<file path="src/rtl/regfile_write_arbiter.sv">
// Two-requester write arbiter for a register file with a one-cycle write pipeline.
// Optional macro ZERO_REG_PROTECT_EN suppresses commits to register 0.
module regfile_write_arbiter #(
   parameter int unsigned DATA_W = 32,
   parameter int unsigned ADDR_W = 5
) (
   input  logic                     clk,
   input  logic                     rst,
   input  logic                     req0_valid,
   output logic                     req0_ready,
   input  logic [ADDR_W-1:0]        req0_addr,
   input  logic [DATA_W-1:0]        req0_data,
   input  logic                     req1_valid,
   output logic                     req1_ready,
   input  logic [ADDR_W-1:0]        req1_addr,
   input  logic [DATA_W-1:0]        req1_data,
   output logic                     we,
   output logic [ADDR_W-1:0]        wa,
   output logic [DATA_W-1:0]        wd,
   output logic [(2**ADDR_W)-1:0]   pending,
   output logic                     last_grant
);

   localparam int unsigned NREG = 2 ** ADDR_W;

   typedef enum logic {
      PRI_REQ0 = 1'b0,
      PRI_REQ1 = 1'b1
   } pri_t;

   pri_t              pri_q;
   pri_t              pri_d;
   logic              xfer0;
   logic              xfer1;
   logic              xfer;
   logic              xfer_id;
   logic [ADDR_W-1:0] xfer_addr;
   logic [DATA_W-1:0] xfer_data;
   logic              commit_c;
   logic              we_q;

   // Grant selection and priority pointer next state
   always_comb begin
      req0_ready = 1'b0;
      req1_ready = 1'b0;
      pri_d      = pri_q;
      if (!rst) begin
         if (req0_valid && (!req1_valid || pri_q == PRI_REQ0)) begin
            req0_ready = 1'b1;
         end else if (req1_valid) begin
            req1_ready = 1'b1;
         end
      end
      xfer0 = req0_valid && req0_ready;
      xfer1 = req1_valid && req1_ready;
      if (xfer0) begin
         pri_d = PRI_REQ1;
      end else if (xfer1) begin
         pri_d = PRI_REQ0;
      end
   end

   assign xfer      = xfer0 || xfer1;
   assign xfer_id   = xfer1;
   assign xfer_addr = xfer1 ? req1_addr : req0_addr;
   assign xfer_data = xfer1 ? req1_data : req0_data;

`ifdef ZERO_REG_PROTECT_EN
   assign commit_c = xfer && (xfer_addr != '0);
`else
   assign commit_c = xfer;
`endif

   // Pointer register
   always_ff @(posedge clk) begin
      if (rst) begin
         pri_q <= PRI_REQ0;
      end else begin
         pri_q <= pri_d;
      end
   end

   // Write pipeline stage; wa/wd/last_grant hold when nothing transfers
   always_ff @(posedge clk) begin
      if (rst) begin
         we_q       <= 1'b0;
         wa         <= '0;
         wd         <= '0;
         last_grant <= 1'b1;
      end else begin
         we_q <= commit_c;
         if (xfer) begin
            wa         <= xfer_addr;
            wd         <= xfer_data;
            last_grant <= xfer_id;
         end
      end
   end

   // A write launched just before reset must not reach the register file
   assign we = we_q && !rst;

   // Outstanding writes: waiting requests plus the one committing now
   always_comb begin
      pending = '0;
      for (int unsigned k = 0; k < NREG; k++) begin
         if ((req0_valid && !xfer0 && req0_addr == ADDR_W'(k)) ||
             (req1_valid && !xfer1 && req1_addr == ADDR_W'(k)) ||
             (we && wa == ADDR_W'(k))) begin
            pending[k] = 1'b1;
         end
      end
`ifdef ZERO_REG_PROTECT_EN
      pending[0] = 1'b0;
`endif
   end

endmodule

</file>
<file path="config.mk">
export PLATFORM = sky130hd
export DESIGN_NAME = regfile_write_arbiter
export DESIGN_NICKNAME = d
export VERILOG_FILES = /design/src/rtl/regfile_write_arbiter.sv
export SDC_FILE = /design/constraint.sdc
export NUM_CORES = 1
export LEC_CHECK = 0
export BUFFER_PORTS_ARGS = -buffer_cell sky130_fd_sc_hd__buf_2
export CAP_MARGIN = 30
export CELL_PAD_IN_SITES_DETAIL_PLACEMENT = 0
export CELL_PAD_IN_SITES_GLOBAL_PLACEMENT = 1
export CORE_MARGIN = 3
export CORE_UTILIZATION = 35
export CTS_BUF_LIST = sky130_fd_sc_hd__clkbuf_4 sky130_fd_sc_hd__clkbuf_8
export CTS_CLUSTER_DIAMETER = 120
export DETAILED_ROUTE_END_ITERATION = 10
export PLACE_DENSITY_LB_ADDON = 0.1
export SLEW_MARGIN = 40
export SYNTH_ARGS = -nofsm -noshare
export SYNTH_HDL_FRONTEND = slang
export SYNTH_SLANG_ARGS = --single-unit
</file>
<file path="constraint.sdc">
create_clock -name clk -period 2.2 [get_ports clk]
set_clock_uncertainty 0.1 [all_clocks]
set_input_delay 0.44 -clock clk [delete_from_list [all_inputs] [get_ports clk]]
set_output_delay 0.44 -clock clk [all_outputs]
set_load 0.05 [all_outputs]
</file>
== Word level (Yosys, flattened, before mapping) ==
Cells that the tools add are included.

* Equal/unequal tests: 93
* Multiplexer cells: 41
* Bitwise logic cells: 1
* Reductions and logical operators: 176

{| class="wikitable"
|+ Operator list
! kind !! number
|-
| 5-bit equality test, second input constant || 48
|-
| 5-bit by 4-bit equality test with 1-bit output, second input constant || 24
|-
| 1-bit logical AND || 102
|-
| 1-bit logical OR || 66
|-
| 5-bit by 3-bit equality test with 1-bit output, second input constant || 12
|-
| 1-bit two-way mux || 39
|-
| 32-bit two-way mux || 1
|-
| 5-bit by 2-bit equality test with 1-bit output, second input constant || 6
|-
| 5-bit by 1-bit equality test with 1-bit output, second input constant || 3
|-
| 5-bit logical NOT || 3
|-
| 5-bit two-way mux || 1
|-
| 1-bit logical NOT || 4
|-
| 2-bit nonzero test || 1
|-
| 1-bit inverter || 1
|}

* Flip-flop bits (word level): 40
* Input bits: 78
* Output and inout bits: 73
* Logic and storage cells: 316

== Longest topological paths before layout ==
Gate-level depths: netlist of the first run.

* Depth after elaboration: 12
* Mapped depth: 6
* Mapped depth without buffers: 3

== Worst setup path after synthesis of the first run ==
OpenSTA, ideal clock, no wires.

* Kind: in2out
* Start: in req0_addr[3]
* End: out pending[10]
* Arrival: 1.906 ns
* Data required time: 1.660 ns
* Slack: -0.246 ns
* Stages: 3
* Buffers on the path: 1
* Cells stage by stage: clkbuf_1 > or3b_1 > o221ai_1

* Word-level cells in the longest chain between the ends: 5

{| class="wikitable"
|+ Ends and longest elaborated chain
! what !! line !! RTL
|-
| from (decl) || 11 || <nowiki>input logic [ADDR_W-1:0] req0_addr,</nowiki>
|-
| 5-bit by 4-bit equality test with 1-bit output || 107 || <nowiki>if ((req0_valid && !xfer0 && req0_addr == ADDR_W'(k)) ||</nowiki>
|-
| 1-bit logical AND || 107 ||
|-
| 1-bit logical OR || 107 ||
|-
| 1-bit logical OR || 108 || <nowiki>(req1_valid && !xfer1 && req1_addr == ADDR_W'(k)) ||</nowiki>
|-
| 1-bit two-way mux || 107 ||
|-
| to (decl) || 20 || <nowiki>output logic [(2**ADDR_W)-1:0] pending,</nowiki>
|}

No other way between the ends.

== Final worst setup path of the first run ==
* Start: reg pri_q
* End: out pending[22]

* Word-level cells in the longest chain between the ends: 12

{| class="wikitable"
|+ Ends and longest elaborated chain
! what !! line !! RTL
|-
| from (decl) || 31 || <nowiki>pri_t pri_q;</nowiki>
|-
| from (signal assigned) || 79 || <nowiki>pri_q <= pri_d;</nowiki>
|-
| 1-bit inverter (*) || 48 || <nowiki>if (req0_valid && (!req1_valid || pri_q == PRI_REQ0)) begin</nowiki>
|-
| 1-bit logical OR (*) || 48 ||
|-
| 1-bit logical AND (*) || 48 ||
|-
| 1-bit two-way mux || 48 ||
|-
| 1-bit two-way mux || 47 || <nowiki>if (!rst) begin</nowiki>
|-
| 1-bit logical AND, on equally long branches || 54, 55 ||
|-
| 1-bit logical NOT, on equally long branches || 107, 108 ||
|-
| 1-bit logical AND, on equally long branches (2 in series) || 107, 108 ||
|-
| 1-bit logical OR (*) || 107 ||
|-
| 1-bit logical OR (*) || 108 ||
|-
| 1-bit two-way mux (*) || 107 ||
|}

Mark *: on every way between the ends. The rest lies on a longest branch, timed or not.

==> flow_metrics.tcl, run 1 <==
set metrics [dict create \
    diodes 0 \
    min_path_type "in -> reg" \
    layout_commonest_cell "buf_2" \
    synth_fa_ha_area_share_pct 0 \
    r2r_end "wd[20]" \
    synthMuxAreaShare_pct 0 \
    final_area_um2 4500 \
    yosys.area_share.simple_pct 34.2 \
    core.rowCount 33 \
    rsz0062_at_grt "true" \
    worstSetupPathType "reg -> out" \
    insertion_delay_ns 0.28 \
    holdWs_ns 0.266 \
    start_util_pct 36.1 \
    final_antenna_net_count 0 \
    fin_util_pct 54.5 \
    start_kind "flop" \
    setup_tns_ns 0 \
    syn_avg_cell_area_um2 8.50 \
    io_pins 151 \
    clkTransAtPathRegs_ns 0.08 \
    track_usage_pct 21.1 \
    synthesis.nets 429 \
    arrival_ns 1.59 \
    grt_util_met3_pct 5.64 \
    io_buffers 150 \
    hold_viol_final 0 \
    viasPerCell 5.55 \
    post_dp_cell_area_um2 4080 \
    synth_compound_area_share_pct 29.6 \
    p_total_mw 2.53 \
    cts_tree "built" \
    crit_path_max_fanout 5 \
    finalMaxSlewViolations 0 \
    area_growth_pct 50.7 \
    p_leak_nw 1.82 \
    synth_area_um2 2980 \
    grt.overflow.total 0 \
    synth_top_family_by_area "simple AND/OR/NAND/NOR gates" \
    gp_congestion 0.922 \
    hpwlAfterDp_um 7540 \
    first_iter_violations 134 \
    critPathRequiredTime_ns 1.66 \
    cp-endpoint "pending[22]" \
    clockBufferDepth 2 \
    end_kind "primary output" \
    grt_busiest_layer "met2" \
    ys_seq_area_share_pct 26.8 \
    grt_pass1_wl_um 17100 \
    avgRoutedWirePerCell_um 16.8 \
    yosys_register_bits 40 \
    dieArea_um2 9670 \
    peakVddDrop_mv 0.358 \
    finalCritPeriodShare_pct 96.9 \
    slew_headroom_pct 60.7 \
    dr.pass1.iters 4 \
    antenna_found_initial 1 \
    hold_depth 3 \
    nFillCells 808 \
    ys_types 37 \
    layout_common_cells "buf_2 (118), nand3_1 (70), o221ai_2 (55)" \
    synthArstFlopShare_pct 0 \
    fp.coreArea_um2 8260 \
    cts-htree-levels 2 \
    grt_max_degree 46 \
    route.detailed.drc 0 \
    finalCriticalPeriod_ns 2.13 \
    worst_pin_slew_ns 0.589 \
    synthXorXnorAreaFrac_pct 0 \
    dieWidth_um 98.3 \
    vias 3405 \
    cts.sinks 40 \
    status "finished clean" \
    power_density_nw_per_um2 562 \
    synth_edf_count 0 \
    setup.worst_path.start "pri_q" \
    cap_violations 0 \
    cts_made_buffers 5 \
    finalSetupViolations 0 \
    routed_wl_um 10300 \
    use_met2_pct 34.7 \
    grt_util_met1_pct 28.0 \
    max_freq_ghz 0.469 \
    netlist_instances 351 \
    drive_gt1_share_pct 54.0 \
    die_h_um 98.3 \
    nets 586 \
    yosys_warnings 0 \
    synth_ff_type "dfxtp_1" \
    r2r-start "pri_q" \
    r2r_slack_ns 0.81 \
    grt_pass1_vias 3395 \
    worst_r2r_path_depth 5 \
    cts_root_buffer "clkbuf_8" \
]
[per-stage QoR]
step | setup slack (ns) | std cells
after floorplan | -0.246 | 351
after global placement | 0.0406 | 604
after detailed placement | 0.0233 | 604
after CTS | 0.000935 | 613
after global routing | -0.0315 | 614
final | 0.0692 | 614
[cells by family after synthesis]
kind of cell / count (synthesis)
AOI/OAI and AO/OA: 80
DFF: 40
buffers and inverters: 45
and+or+nand+nor: 186
[layer usage]
layer / part of all wire (%) / vias up
li1: - / 1656
met1: 43 / 1615
met2: 48 / 121
met3: 7.7 / 11
met4: 0.98 / 2
met5: 0.087 / -
[Yosys cell counts (2+ instances only)]
library cell,instances,area [um2]
and2_1,2,12.5
buf_1,5,18.8
buf_2,11,55.1
buf_4,4,30.0
buf_6,11,124
clkbuf_1,11,41.3
dfxtp_1,40,801
inv_1,2,7.51
nand2_1,40,150
nand2b_1,41,257
nand3_1,70,350
nand3b_1,3,22.5
nand4b_2,2,30.0
nor2_1,8,30.0
nor2b_1,8,50.1
o2111ai_1,3,26.3
o211ai_1,2,15.0
o21ai_1,2,10.0
o221ai_1,40,350
o221ai_2,29,435
[critical path, cell delays in order, from the launching register on]
cell      delay [ns]
dfxtp_2         0.35
a21o_4          0.17
nand4b_2        0.17
buf_4           0.20
o221ai_4        0.21
buf_6           0.20
[report_power, final]
group | internal (mW) | switching (mW)
clock | 0.371 | 0.279
sequential | 0.807 | 0.0497
combinational | 0.333 | 0.687
[area by class of cell]
cell class	count	area (um2)	area share (%)
Clock buffer	6	82.6	1.84
Clock inverter	2	38.8	0.863
Inverter	2	7.51	0.167
Multi-Input combinational cell	266	2150	47.7
Sequential cell	40	802	17.8
Tap cell	105	131	2.92
Timing Repair Buffer	193	1290	28.7
[timing repair]
action	4_1_cts	5_1_grt
endpoints found under the setup margin	24	32
hold buffers	0	0
setup buffers	1	1
gates resized for setup	16	71
pin swaps	1	3
[sequential cells by signal, summed over array words and instances (netlist names)]
register	count
wd	32
wa	5
last_grant	1
pri_q	1
we_q	1
[worst min-delay path by stage]
stage / to / start
after global placement: last_grant / last_grant
after detailed placement: last_grant / last_grant
final: wd[10] / req1_data[10]
after floorplan: pri_q / pri_q
after global routing: wd[27] / req1_data[27]
after CTS: wd[10] / req1_data[10]
Power figures use the tool's default switching activity.
==> inputs of run 2 (changes only) <==
- CORE_ASPECT_RATIO: not set -> 0.7
==> run 2 against run 1 <==
  * First-iteration DRC count increased by 130%
  * Core utilization down 0.85 points
  * Global-route usage rose by 0.33 points
  * Via count about the same
  * Sequential cell count stayed put
  * Critical path depth is 1 higher
  * Critical endpoint is now pending[7]
  * Wire length is 3.7% higher
  * Sequential share of layout area increased by 0.75 points
  * Die area increased by 0.19%
  * Clock-buffer cell count unchanged
  * Register-to-register slack lost 0.25 ns
  * Cell count fell by 2.4%
==> flow_metrics.tcl, run 2 (synthesized netlist as in run 1, its figures left out) <==
set metrics [dict create \
    status "finished clean" \
    worst_pin_slew_ns 0.600 \
    reg.largest.list "wd: 32 flops, wa: 5 flops" \
    cts_made_buffers 5 \
    post-place-ws_ns -0.0180 \
    grt_max_degree 39 \
    arrival_ns 1.58 \
    max_freq_ghz 0.471 \
    cap_violations 0 \
    p_leak_nw 1.77 \
    gp_congestion 0.826 \
    hold_depth 3 \
    clkTransAtPathRegs_ns 0.08 \
    hp-start "req1_data[10]" \
    hpwlAfterDp_um 7750 \
    track_usage_pct 21.4 \
    critPathRequiredTime_ns 1.66 \
    hold_viol_final 0 \
    rsz0062_at_grt "true" \
    clockBufferDepth 2 \
    finalCriticalPeriod_ns 2.12 \
    power_density_nw_per_um2 553 \
    io_pins 151 \
    grt.overflow.total 0 \
    routed_wl_um 10700 \
    grt_pass1_vias 3272 \
    layout_common_cells "buf_2 (119), nand3_1 (70), o221ai_2 (53)" \
    holdBufCountCts 0 \
    nets 575 \
    route.detailed.drc 0 \
    avgRoutedWirePerCell_um 17.8 \
    diodes 0 \
    largest_reg_flops 32 \
    worstSetupPathType "reg -> out" \
    min_path_type "in -> reg" \
    start_util_pct 37.0 \
    dieWidth_um 116 \
    dieArea_um2 9690 \
    antenna_found_initial 0 \
    worst_r2r_path_depth 4 \
    post_dp_cell_area_um2 4020 \
    hold_end "wd[10]" \
    layout_commonest_cell "buf_2" \
    end_kind "primary output" \
    finalCritPeriodShare_pct 96.5 \
    fin_ws_ns 0.0777 \
    nFillCells 802 \
    holdWs_ns 0.272 \
    io_buffers 150 \
    finalSetupViolations 0 \
    finalMaxSlewViolations 0 \
    p_total_mw 2.39 \
    drive_gt1_share_pct 52.6 \
    final_area_um2 4330 \
    r2r_end "wd[15]" \
    dr.pass1.iters 4 \
    die_h_um 83.3 \
    r2r-start "pri_q" \
    cts.sinks 40 \
    vias 3408 \
    insertion_delay_ns 0.29 \
    start_kind "flop" \
    peakVddDrop_mv 0.412 \
    core.rowCount 27 \
    final_antenna_net_count 0 \
    area_growth_pct 45.0 \
    viasPerCell 5.69 \
    top_register "wd" \
    slew_headroom_pct 60.0 \
    grt_pass1_wl_um 17100 \
    first_iter_violations 302 \
    crit_path_max_fanout 8 \
    cts-htree-levels 2 \
    fp.coreArea_um2 8070 \
    r2r_slack_ns 0.56 \
    cts_root_buffer "clkbuf_8" \
    cts_tree "built" \
]
-- run 2: power breakdown --
group | internal, mW | leakage (nW) | switching [mW] | total [mW]
Clock | 0.251 | 0.0510 | 0.269 | 0.519
Combinational | 0.324 | 1.38 | 0.692 | 1.02
Sequential | 0.806 | 0.335 | 0.0532 | 0.859
Total | 1.38 | 1.77 | 1.01 | 2.39
-- run 2: per-stage QoR --
step                util (%)  setup TNS (ns)  instances
floorplan                  -           -3.80        351
global placement        49.8        -0.00246        590
detailed placement      49.8         -0.0336        590
CTS                     51.9        -0.00960        599
global route            53.6         -0.0335        599
finish                  53.6               0        599
-- run 2: what timing repair did --
action / 4_1_cts / 5_1_grt
endpoints found under the setup margin: 21 / 32
buffers inserted: 1 / 0
gates cloned: 0 / 0
pin swaps: 1 / 0
resized for setup: 25 / 39
-- run 2: cell type report --
class | instances | area, um2 | share of cell area, %
clock inverters | 2 | 10.0 | 0.231
multi-input cells | 266 | 2100 | 48.6
flip-flops and latches | 40 | 805 | 18.6
clock buffers | 6 | 82.6 | 1.91
well taps | 101 | 126 | 2.92
inverters | 2 | 7.51 | 0.173
repair buffers | 182 | 1190 | 27.6
-- run 2: worst max-delay path by stage --
| stage | start | end | slack (ns) |
|---|---|---|---|
| 4_1_cts | pri_q | pending[21] | -0.01 |
| 3_3_place_gp | req1_valid | pending[25] | -0.002 |
| 5_1_grt | pri_q | pending[7] | -0.01 |
| 2_1_floorplan | req0_addr[3] | pending[10] | -0.25 |
| 3_5_place_dp | req1_valid | pending[25] | -0.02 |
| 6_report | pri_q | pending[7] | 0.08 |
-- run 2: worst max-delay path, stage by stage (launching register included) --
cell       delay (ns)
dfxtp_4          0.37
nor2b_4          0.11
buf_6            0.14
o2111ai_1        0.11
buf_4            0.18
o221ai_2         0.16
buf_4            0.23
-- run 2: metal layers --
layer | wire (um) | part of all wire [%] | track usage, %
met5 | 0 | 0 | 0
met4 | 27 | 0.25 | 2.74
met3 | 1160 | 11 | 6.48
met2 | 4620 | 43 | 30.3
met1 | 4880 | 46 | 32.4
